[src/rtl/rv_pkg.sv]
// Shared definitions for the fetch front end: widths, the fetch FSM encoding and
// the {pc, inst} buffer entry type.
package rv_pkg;

    localparam int XLEN = 32;
    localparam int ILEN = 32;
    localparam logic [ILEN-1:0] RV_NOP = 32'h0000_0013;

    typedef enum logic [1:0] {
        IDLE  = 2'd0,
        FETCH = 2'd1,
        FLUSH = 2'd2
    } fetch_state_e;

    typedef struct packed {
        logic [XLEN-1:0] pc;
        logic [ILEN-1:0] inst;
    } fetch_entry_t;

    // PCs advance by one word and wrap modulo 2^XLEN.
    function automatic logic [XLEN-1:0] pc_next(input logic [XLEN-1:0] pc);
        return pc + XLEN'(4);
    endfunction

    function automatic logic [XLEN-1:0] pc_align(input logic [XLEN-1:0] pc);
        return pc & ~XLEN'(3);
    endfunction

endpackage

[src/rtl/if_fifo.sv]
// Synchronous instruction buffer holding {pc, inst} entries; clear has priority
// over push/pop and the head reads as zero while empty.
module if_fifo
    import rv_pkg::*;
#(
    parameter int DEPTH = 2,
    localparam int CW = $clog2(DEPTH) + 1
) (
    input  logic         i_clk,
    input  logic         i_rst,
    input  logic         i_push,
    input  fetch_entry_t i_wdata,
    input  logic         i_pop,
    input  logic         i_clear,
    output fetch_entry_t o_rdata,
    output logic [CW-1:0] o_count,
    output logic         o_empty
);

    localparam int AW = $clog2(DEPTH);

    fetch_entry_t  mem_q [DEPTH];
    fetch_entry_t  mem_d [DEPTH];
    logic [AW-1:0] wr_ptr_q, wr_ptr_d;
    logic [AW-1:0] rd_ptr_q, rd_ptr_d;
    logic [CW-1:0] count_q, count_d;
    logic          full;
    logic          do_push;
    logic          do_pop;

    always_comb begin
        full    = (count_q == CW'(DEPTH));
        do_pop  = i_pop && (count_q != '0);
        do_push = i_push && (!full || do_pop);
        mem_d    = mem_q;
        wr_ptr_d = wr_ptr_q;
        rd_ptr_d = rd_ptr_q;
        count_d  = count_q;
        if (i_clear) begin
            wr_ptr_d = '0;
            rd_ptr_d = '0;
            count_d  = '0;
        end else begin
            if (do_push) begin
                mem_d[wr_ptr_q] = i_wdata;
                wr_ptr_d        = wr_ptr_q + AW'(1);
            end
            if (do_pop) begin
                rd_ptr_d = rd_ptr_q + AW'(1);
            end
            count_d = count_q + CW'(do_push) - CW'(do_pop);
        end
    end

    always_ff @(posedge i_clk or posedge i_rst) begin
        if (i_rst) begin
            for (int i = 0; i < DEPTH; i++) begin
                mem_q[i] <= '0;
            end
            wr_ptr_q <= '0;
            rd_ptr_q <= '0;
            count_q  <= '0;
        end else begin
            mem_q    <= mem_d;
            wr_ptr_q <= wr_ptr_d;
            rd_ptr_q <= rd_ptr_d;
            count_q  <= count_d;
        end
    end

    assign o_empty = (count_q == '0);
    assign o_count = count_q;
    assign o_rdata = o_empty ? '0 : mem_q[rd_ptr_q];

    // Upstream credit accounting must never push into a full buffer without a pop.
    a_no_overflow: assert property (@(posedge i_clk) disable iff (i_rst)
        !(i_push && !i_clear && full && !i_pop));

endmodule

[src/rtl/if_stage.sv]
// Instruction-fetch stage: PC, credit-limited in-order fetch, redirect flush and
// instruction buffer. Defining IF_PERF_CNT_EN adds saturating pop/redirect counters.
module if_stage
    import rv_pkg::*;
#(
    parameter logic [31:0] RESET_PC   = 32'h0000_0000,
    parameter int          FIFO_DEPTH = 2
) (
    input  logic        i_clk,
    input  logic        i_rst,
    output logic        o_imem_req,
    output logic [31:0] o_imem_addr,
    input  logic        i_imem_gnt,
    input  logic        i_imem_rvalid,
    input  logic [31:0] i_imem_rdata,
    input  logic        i_redirect,
    input  logic [31:0] i_redirect_pc,
    output logic        o_valid,
    input  logic        i_ready,
    output logic [31:0] o_inst,
    output logic [31:0] o_pc
`ifdef IF_PERF_CNT_EN
    ,
    output logic [31:0] o_fetch_cnt,
    output logic [31:0] o_flush_cnt
`endif
);

    // state | meaning
    // IDLE  | first cycle out of reset, nothing issued
    // FETCH | issuing requests and buffering responses
    // FLUSH | draining responses owed to requests made before a redirect
    localparam int CW = $clog2(FIFO_DEPTH) + 1;

    fetch_state_e  state_q, state_d;
    logic [31:0]   pc_q, pc_d;
    logic [31:0]   resp_pc_q, resp_pc_d;
    logic [CW-1:0] inflight_q, inflight_d;
    logic [CW-1:0] discard_q, discard_d;

    logic          req;
    logic          hs;
    logic          credit_ok;
    logic          pop;
    logic          valid;
    logic          fifo_push;
    logic          fifo_clear;
    fetch_entry_t  fifo_wdata;
    fetch_entry_t  fifo_head;
    logic [CW-1:0] fifo_count;
    logic          fifo_empty;

    always_comb begin
        state_d    = state_q;
        pc_d       = pc_q;
        resp_pc_d  = resp_pc_q;
        discard_d  = discard_q;
        fifo_push  = 1'b0;
        fifo_clear = 1'b0;
        fifo_wdata = '{pc: resp_pc_q, inst: i_imem_rdata};

        credit_ok  = ({1'b0, inflight_q} + {1'b0, fifo_count}) < (CW+1)'(FIFO_DEPTH);
        req        = (state_q == FETCH) && !i_redirect && credit_ok;
        hs         = req && i_imem_gnt;
        inflight_d = inflight_q + CW'(hs) - CW'(i_imem_rvalid);

        if (hs) begin
            pc_d = pc_next(pc_q);
        end

        if (i_imem_rvalid && (state_q == FETCH) && !i_redirect) begin
            fifo_push = 1'b1;
            resp_pc_d = pc_next(resp_pc_q);
        end

        case (state_q)
            IDLE:  state_d = FETCH;
            FETCH: begin
                if (i_redirect) begin
                    state_d = (inflight_d != '0) ? FLUSH : FETCH;
                end
            end
            FLUSH: begin
                if (!i_redirect) begin
                    if (discard_q == '0) begin
                        state_d = FETCH;
                    end else if (i_imem_rvalid) begin
                        discard_d = discard_q - CW'(1);
                    end
                end
            end
            default: state_d = IDLE;
        endcase

        // Every response still owed at the end of a redirect cycle belongs to the wrong path.
        if (i_redirect) begin
            fifo_clear = 1'b1;
            pc_d       = pc_align(i_redirect_pc);
            resp_pc_d  = pc_align(i_redirect_pc);
            discard_d  = inflight_q - CW'(i_imem_rvalid);
        end

        valid = !fifo_empty && !i_redirect;
        pop   = valid && i_ready;
    end

    always_ff @(posedge i_clk or posedge i_rst) begin
        if (i_rst) begin
            state_q    <= IDLE;
            pc_q       <= RESET_PC;
            resp_pc_q  <= RESET_PC;
            inflight_q <= '0;
            discard_q  <= '0;
        end else begin
            state_q    <= state_d;
            pc_q       <= pc_d;
            resp_pc_q  <= resp_pc_d;
            inflight_q <= inflight_d;
            discard_q  <= discard_d;
        end
    end

    if_fifo #(
        .DEPTH (FIFO_DEPTH)
    ) u_fifo (
        .i_clk   (i_clk),
        .i_rst   (i_rst),
        .i_push  (fifo_push),
        .i_wdata (fifo_wdata),
        .i_pop   (pop),
        .i_clear (fifo_clear),
        .o_rdata (fifo_head),
        .o_count (fifo_count),
        .o_empty (fifo_empty)
    );

    assign o_imem_req  = req;
    assign o_imem_addr = pc_q;
    assign o_valid     = valid;
    assign o_inst      = fifo_head.inst;
    assign o_pc        = fifo_head.pc;

`ifdef IF_PERF_CNT_EN
    logic [31:0] fetch_cnt_q, fetch_cnt_d;
    logic [31:0] flush_cnt_q, flush_cnt_d;

    always_comb begin
        fetch_cnt_d = fetch_cnt_q;
        flush_cnt_d = flush_cnt_q;
        if (pop && (fetch_cnt_q != '1)) begin
            fetch_cnt_d = fetch_cnt_q + 32'd1;
        end
        if (i_redirect && (flush_cnt_q != '1)) begin
            flush_cnt_d = flush_cnt_q + 32'd1;
        end
    end

    always_ff @(posedge i_clk or posedge i_rst) begin
        if (i_rst) begin
            fetch_cnt_q <= '0;
            flush_cnt_q <= '0;
        end else begin
            fetch_cnt_q <= fetch_cnt_d;
            flush_cnt_q <= flush_cnt_d;
        end
    end

    assign o_fetch_cnt = fetch_cnt_q;
    assign o_flush_cnt = flush_cnt_q;
`endif

endmodule
[config.mk]
export PLATFORM = sky130hd
export DESIGN_NAME = if_stage
export DESIGN_NICKNAME = d
export VERILOG_FILES = /design/src/rtl/rv_pkg.sv /design/src/rtl/if_fifo.sv /design/src/rtl/if_stage.sv
export SDC_FILE = /design/constraint.sdc
export NUM_CORES = 1
export LEC_CHECK = 0
export CAP_MARGIN = 20
export CORE_MARGIN = 4
export CORE_UTILIZATION = 35
export CTS_CLUSTER_DIAMETER = 100
export CTS_CLUSTER_SIZE = 25
export DETAILED_ROUTE_END_ITERATION = 10
export SLEW_MARGIN = 25
export SYNTH_ARGS = -nofsm -noshare
export SYNTH_HDL_FRONTEND = slang
export SYNTH_HIERARCHICAL = 1
export SYNTH_SLANG_ARGS = --single-unit
[constraint.sdc]
create_clock -name i_clk -period 15.25 [get_ports i_clk]
set_input_delay 4.575 -clock i_clk [delete_from_list [all_inputs] [get_ports i_clk]]
set_output_delay 4.575 -clock i_clk [all_outputs]
set_load 0.005 [all_outputs]
After elaboration in Yosys (flattened, before gate mapping)
Index checks and enable logic that the tools add are counted.
{"block": "word_totals", "regBits": 202, "latch_bits": 0, "ram_bits": 0, "rom_bits": 0, "in_bits": 70, "out_inout_bits": 98, "word_cells": 92, "n_memories": 0}
{"block": "classes", "add_sub_neg": 11, "n_mul": 0, "n_div": 0, "magnitude_cmp": 4, "n_eq_ne": 7, "shifts": 0, "muxes": 27, "n_bitwise": 3, "n_reduce_logical": 28}
{"operator": "64-bit 2-to-1 mux", "n": 5}
{"operator": "128-bit bitwise mux", "n": 1}
{"operator": "32-bit 2-to-1 mux", "n": 4}
{"operator": "32-bit by 3-bit adder with 32-bit output (second input constant)", "n": 2}
{"operator": "64-bit demux with 1-bit select", "n": 1}
{"operator": "2-bit 2-to-1 mux", "n": 9}
{"operator": "2-bit nonzero test", "n": 8}
{"operator": "1-bit logical AND", "n": 10}
{"operator": "2-bit inequality test (second input constant)", "n": 4}
{"operator": "2-bit zero test", "n": 3}
{"operator": "1-bit 2-to-1 mux", "n": 6}
{"operator": "2-bit case mux with 3 select lines", "n": 1}
{"operator": "3-bit AND reduction", "n": 2}
{"operator": "2-bit by 1-bit subtractor with 2-bit output", "n": 3}
{"operator": "2-bit by 1-bit adder with 2-bit output", "n": 2}
{"operator": "2-bit == test (second input constant)", "n": 2}
{"operator": "2-bit greater-or-equal comparator (second input constant)", "n": 2}
{"operator": "1-bit inverter with 2-bit output", "n": 2}
{"operator": "2-bit by 2-bit adder with 3-bit output", "n": 1}
{"operator": "1-bit zero test", "n": 3}
{"operator": "3-bit by 2-bit < comparator with 1-bit output (second input constant)", "n": 1}
{"operator": "1-bit adder (second input constant)", "n": 2}
{"operator": "2-bit by 1-bit == test with 1-bit output (second input constant)", "n": 1}
{"operator": "2-bit by 1-bit < comparator with 1-bit output (second input constant)", "n": 1}
{"operator": "4 further kinds", "n": 4}

Logic depth before layout (Yosys ltp)
Gate-level depths: netlist of run 1.
{"block": "depth", "depth_word": 10, "depth_mapped": 14}

Hierarchy
Netlist of run 1, hierarchy kept.
{"module": "if_fifo", "instances": 1, "cells_per_inst": 437, "area_each_um2": 6170.9, "seq_area_each_um2": 3303.2}
{"module": "if_stage", "instances": 1, "cells_per_inst": 412, "area_each_um2": 3768.6, "seq_area_each_um2": 1651.6}

Least setup slack after synthesis of run 1
Ideal clock, no wire load.
{"block": "synth_path", "path_type": "input port to output port", "start": "in i_redirect", "end": "out o_imem_req", "arrival_ps": 5403, "t_required_ps": 10675, "path_slack_ps": 5272, "stages": 4, "path_buffers": 3, "cell_sequence": "buf_6 clkbuf_1 clkbuf_1 nor4_1"}
{"block": "synth_via", "elab_chain_cells": 3}
{"element": "start, declared", "line_no": "if_stage.sv:16", "rtl": "input logic i_redirect,"}
{"element": "1-bit zero test", "line_no": "if_stage.sv:63", "rtl": "req = (state_q == FETCH) && !i_redirect && credit_ok;"}
{"element": "1-bit logical AND (2 in a row)", "line_no": "if_stage.sv:63"}
{"element": "end, declared", "line_no": "if_stage.sv:11", "rtl": "output logic o_imem_req,"}
Every way passes these cells.

Worst setup path after layout of run 1
{"block": "layout_path", "start": "in i_redirect", "end": "out o_valid"}
{"block": "layout_via", "elab_chain_cells": 2}
{"element": "1-bit zero test", "line_no": "if_stage.sv:103", "rtl": "valid = !fifo_empty && !i_redirect;"}
{"element": "1-bit logical AND", "line_no": "if_stage.sv:103"}
{"element": "end, declared", "line_no": "if_stage.sv:18", "rtl": "output logic o_valid,"}
Every way passes these cells.

==> results of run 1 <==
[state kept, by name (all words and copies together), names as in the netlist, 2 cells and up]
signal and count:
u_fifo/mem_q 128, o_imem_addr 30, resp_pc_q 30, discard_q 2, inflight_q 2, state_q 2
u_fifo/o_count 2
[worst max path at each step]
stage               slack [ns]  cells past startpoint         end       start
floorplan                 5.27                      4  o_imem_req  i_redirect
global placement          4.77                      4     o_valid  i_redirect
detailed placement        4.74                      4     o_valid  i_redirect
CTS                       4.73                      4     o_valid  i_redirect
global route              4.65                      4     o_valid  i_redirect
finish                    4.76                      4     o_valid  i_redirect
[worst reg2reg max path, cell delays in order (launching register included)]
cell and delay [ns]:
dfrtp_1 0.49, nor2_4 0.39, buf_4 0.57, nor2_1 0.12, and2_1 0.25, or3b_4 0.43
and4b_4 0.38, buf_4 0.45, mux2_1 0.50
[metal layers]
| metal | GRT usage, % | vias up | routed length, um |
|---|---|---|---|
| met5 | 0 | - | 0 |
| met4 | 3.06 | 0 | 136 |
| met3 | 3.51 | 9 | 1300 |
| met2 | 24.8 | 191 | 11100 |
| met1 | 23.0 | 3505 | 11800 |
| li1 | - | 3301 | - |
[power by group]
part           internal [W]  switching, W  total [W]
sequential         0.000705      0.000119   0.000823
combinational      0.000311      0.000190   0.000501
clock              0.000231      0.000212   0.000443
total               0.00125      0.000521    0.00177
[cell families (layout without fill, tap and decap cells)]
| logic type | Yosys count | after routing | synth area share [%] |
|---|---|---|---|
| and+or+nand+nor | 254 | 254 | 12.9 |
| DFF | 198 | 198 | 49.8 |
| muxes | 197 | 197 | 23.8 |
| AOI/OAI and AO/OA | 89 | 89 | 5.63 |
| buffers and inverters | 64 | 223 | 3.39 |
| xor gates and xnor gates | 37 | 37 | 3.26 |
| adders and majority gates | 9 | 9 | 1.21 |
| other | 1 | 6 | 0.0377 |
[placed cells by master, fill, tap and decap left out, drive strengths merged, types with 10 or more instances in the layout]
master,count
mux2i,65
buf,10
o211ai,15
xnor2,12
clkdlybuf4s50,162
nand4,21
nor2,90
nand3,34
dfrtp,198
xor2,25
nand2,60
inv,25
mux2,132
clkbuf,18
o21ai,45
[stage by stage]
| step | setup WS, ns | power [W] | util (%) | hold WS, ns | area (sq um) |
|---|---|---|---|---|---|
| 2_1_floorplan | 5.27 | 0.00115 | - | 0.458 | 9960 |
| 3_3_place_gp | 4.77 | 0.00132 | 42.5 | 0.466 | 11900 |
| 3_5_place_dp | 4.74 | 0.00134 | 42.6 | 0.476 | 11900 |
| 4_1_cts | 4.73 | 0.00180 | 44.7 | 0.492 | 12500 |
| 5_1_grt | 4.65 | 0.00189 | 44.7 | 0.511 | 12500 |
| 6_report | 4.76 | 0.00177 | 44.7 | 0.491 | 12500 |
[layout make-up]
cell class | count | area, sq um | share of cell area [%]
clock buffer | 18 | 429 | 3.44
clock inverter | 14 | 140 | 1.12
inverter | 19 | 76.3 | 0.612
multi-input combinational | 592 | 4690 | 37.6
sequential | 198 | 4960 | 39.7
tap | 378 | 473 | 3.79
timing repair buffer | 172 | 1710 | 13.7
==> results.yml, run 1 <==
timing:
  tns_ns: 0
  period_minus_slack_ns: 10.49
  worst_pin_slew_ns: 1.12
  fmax_ghz: 0.0954
  relSlewSlack_pct: 25.4
  final.setup_skew_ns: 0.0112
  finalSetupViolCount: 0
  fin_crit_sh_pct: 68.8
  hold_violations: 0
  drv_slew: 0
  rsz0062_at_grt: "false"
grt:
  grt_overflow: 0
  grt_max_degree: 79
  grt_pass1_vias: 7204
  grt.total_usage_pct: 15.9
  grt_pass1_wl_mm: 39.7
  antenna_found_initial: 0
job:
  cap_viol_max_count: 0
min_path:
  hp-start: "u_fifo/mem_q[20]$_DFFE_PP0P_"
  min_to: "u_fifo/mem_q[20]$_DFFE_PP0P_"
  hold_path.class: "reg2reg"
  whs_path_depth: 1
logic_synthesis:
  synth_seq_cells: 198
  yosysMostFrequentCell: "dfrtp_1"
  yosys.area.top_type: "dfrtp_1"
  yosys.area.top_type_share_pct: 49.8
  synth_edf_count: 0
  ys.flop_type: "dfrtp_1"
  synthDistinctLibCells: 59
  yosysWarnings: 6
  synth_area_per_cell_sq_um: 11.7
  ys_async_sr_fraction_pct: 100
  netlist_instances: 849
  ys_seq_area_share_pct: 49.8
  synth.top_cells.by_count: "198 x dfrtp_1, 90 x nor2_1, 68 x mux2_2, 65 x mux2i_1"
  synth.area.top_cells: "dfrtp_1 50%, mux2_4 9.1%, mux2_2 7.7%"
  synth_area_sq_um: 9940
place:
  portBuffers: 163
  hpwlAfterDp_mm: 16.8
  placedCellCount: 1359
  globalplace.congestion: 0.803
critical_path:
  cp_max_fo: 67
  rrSetupSlack_ns: 11.56
  end_kind: "output port"
  path_cells: "buf_2, buf_4, nor2_1, clkdlybuf4s50_1"
  cp-start-kind: "input pin"
  r2r_cells: 8
  critPathMaxStageDelay_ns: 0.57
  cp_slowest_cell: "buf_4"
  arrival_ns: 5.91
  timing.rr.end: "u_fifo/mem_q[19]$_DFFE_PP0P_"
  critPathTopFamily: "buffers and inverters"
  critPathKind: "in2out"
  r2r_start: "u_fifo/o_count[1]$_DFF_PP0_"
  cp.required_ns: 10.68
  crit_buf_inv: 3
clock_network:
  htreeDepth: 4
  cts_tree: "done"
  cts_buffers: 17
  post_cts_resized: 0
  worstSkewPairLatency_ns: 0.43
  clk_pin_slew_ns: 0.07
  cts_hold_buf: 0
  cts_setup_buffers: 0
  clkSinkCount: 198
  clockRootBuffer: "clkbuf_16"
  clock_path_buffers: 2
die:
  die_y_um: 177
  io_pins: 168
  dieArea_sq_um: 31200
  initial_core_util_pct: 35.6
  die_w_um: 177
  rows: 61
  core_area_sq_um: 27900
detailed_routing:
  dr_total_vias: 7006
  drc: 0
  ant_nets: 0
  wl_per_cell_um: 17.6
  drt_pass1_iterations: 4
  drt_iter0_drc: 352
  avgViaCountPerCell: 5.04
  wirelength_mm: 24.4
run_status:
  outcome: "complete, no violations"
layout:
  drive_above_1_share_pct: 18.5
  insertedDiodeCount: 0
  final_nets: 1079
  area_growth_pct: 25.5
  stdcell_count: 1391
  fill_cells: 2691
power:
  powerDensity_nw_per_um2: 142
  peakVddDrop_v: 0.0000710
  p_leak_nw: 5.10
(Power assumes the default switching activity.)
==> run 2, diff against run 1 <==
==> constraint.sdc (replaced) <==
create_clock -name i_clk -period 9.5 [get_ports i_clk]
set_input_delay 2.85 -clock i_clk [delete_from_list [all_inputs] [get_ports i_clk]]
set_output_delay 2.85 -clock i_clk [all_outputs]
set_load 0.005 [all_outputs]
==> run 2 against run 1 <==
Critical path depth stayed put. First-iteration DRC count is 18% lower. Combinational power up 60%. Non-clock buffer count is 2 higher. Final cell count grew 0.14%.
==> results.yml, run 2 (synthesis gave the netlist of run 1 again) <==
clock_network:
  worstSkewPairLatency_ns: 0.43
  clockRootBuffer: "clkbuf_16"
  cts_tree: "done"
  clock_path_buffers: 2
  clkSinkCount: 198
  cts_buffers: 17
  post_cts_resized: 0
  htreeDepth: 4
  cts_hold_buf: 0
  clk_pin_slew_ns: 0.07
  cts_setup_buffers: 0
grt:
  grt.total_usage_pct: 15.8
  met1_usage_pct: 23.2
  antenna_found_initial: 0
  grt_overflow: 0
  grt_max_degree: 87
  grt_pass1_vias: 7233
  met2_usage_pct: 24.2
  grt_pass1_wl_mm: 39.7
  use_met3_pct: 3.55
  grt-busiest-layer: "met2"
layout:
  final_nets: 1081
  multi_input_area_sq_um: 4690
  area_growth_pct: 26.1
  drive_above_1_share_pct: 18.7
  largest_reg_flops: 128
  seq_area_sq_um: 4960
  fin_area_sq_um: 12500
  fill_cells: 2651
  mostFrequentLayoutCells: "197 x dfrtp_1, 162 x clkdlybuf4s50_1, 88 x nor2_1, 68 x mux2_2, 65 x mux2i_1"
  final_common_cell: "dfrtp_1"
  regMostFlops: "u_fifo/mem_q"
  stdcell_count: 1393
  insertedDiodeCount: 0
detailed_routing:
  wl_per_cell_um: 17.6
  ant_nets: 0
  wirelength_mm: 24.5
  dr_total_vias: 7032
  drt_pass1_iterations: 4
  avgViaCountPerCell: 5.05
  drt_iter0_drc: 289
  drc: 0
power:
  power_w: 0.00288
  p_leak_nw: 5.13
  peakVddDrop_v: 0.000137
  powerDensity_nw_per_um2: 230
place:
  placed_cell_area_sq_um: 11900
  hpwlAfterDp_mm: 16.6
  placedCellCount: 1360
  pre_cts_ws_ns: 2.39
  portBuffers: 163
  globalplace.congestion: 0.778
timing:
  period_minus_slack_ns: 7.10
  setup_slack_ns: 2.40
  relSlewSlack_pct: 35.1
  fmax_ghz: 0.141
  tns_ns: 0
  final.setup_skew_ns: 0.0144
  finalSetupViolCount: 0
  hold_violations: 0
  drv_slew: 0
  rsz0062_at_grt: "false"
  worst_pin_slew_ns: 0.974
  fin_crit_sh_pct: 74.8
critical_path:
  path_cells: "buf_2, buf_4, nor2_1, clkdlybuf4s50_1"
  crit_buf_inv: 3
  cp-start-kind: "input pin"
  critPathKind: "in2out"
  end_kind: "output port"
  critPathMaxStageDelay_ns: 0.57
  arrival_ns: 4.25
  cp.required_ns: 6.65
  critPathTopFamily: "buffers and inverters"
  cp_slowest_cell: "buf_4"
  cp_max_fo: 67
min_path:
  hold_path.class: "reg2reg"
die:
  initial_core_util_pct: 35.6
  die_w_um: 177
  core_area_sq_um: 27900
  dieArea_sq_um: 31200
  rows: 61
  die_y_um: 177
  io_pins: 168
job:
  cap_viol_max_count: 0
run_status:
  outcome: "complete, no violations"
run 2: where the power goes:
group          switching, W  leakage (nW)  internal (W)
clock network      0.000353         0.297      0.000402
registers          0.000192          2.49       0.00113
logic              0.000305          2.34      0.000499
total              0.000850          5.13       0.00203
run 2: worst register-to-register path, cell delays in order, from the launching register on:
cell	delay [ns]
dfrtp_1	0.47
and2_1	0.21
fa_1	0.47
or4b_4	0.55
nor2_1	0.11
buf_4	0.21
inv_2	0.24
ha_1	0.36
inv_1	0.04
ha_1	0.18
xnor2_1	0.13
xnor2_1	0.14
o21ai_0	0.24
inv_1	0.07
o22ai_1	0.12
run 2: stage by stage:
step | hold slack [ns] | utilization [%]
after floorplan | 0.458 | -
after global placement | 0.467 | 42.6
after detailed placement | 0.477 | 42.6
after CTS | 0.493 | 44.8
after global routing | 0.509 | 44.9
final | 0.492 | 44.9
run 2: path summary, 6_finish.rpt:
path | endpoint | slack [ns] | startpoint | depth (start not counted)
worst max-delay path | o_valid | 2.40 | i_redirect | 4
worst min-delay path | u_fifo/mem_q[19]$_DFFE_PP0P_ | 0.49 | u_fifo/mem_q[19]$_DFFE_PP0P_ | 1
worst max register to register | state_q[0]$_DFFE_PP0P_ | 5.91 | u_fifo/o_count[0]$_DFF_PP0_ | 14
worst min register to register | u_fifo/mem_q[19]$_DFFE_PP0P_ | 0.49 | u_fifo/mem_q[19]$_DFFE_PP0P_ | 1
max in group asynchronous | u_fifo/rd_ptr_q$_DFFE_PP0P_ | 5.27 | i_rst | 3
min in group asynchronous | o_imem_addr[26]$_DFFE_PP0N_ | 2.90 | i_rst | 2
run 2: area by class of cell:
| cell class | instances | share of cell area, % |
|---|---|---|
| Sequential cell | 198 | 39.6 |
| Multi-Input combinational cell | 592 | 37.4 |
| Timing Repair Buffer | 174 | 13.7 |
| Tap cell | 378 | 3.77 |
| Clock buffer | 18 | 3.42 |
| Clock inverter | 14 | 1.46 |
| Inverter | 19 | 0.609 |
run 2: routing by layer:
| metal | vias to the layer above | wire length [um] | share of wire [%] |
|---|---|---|---|
| met5 | - | 0 | 0 |
| met4 | 0 | 157 | 0.64 |
| met3 | 11 | 1260 | 5.1 |
| met2 | 189 | 10800 | 44 |
| met1 | 3505 | 12300 | 50 |
| li1 | 3327 | - | - |
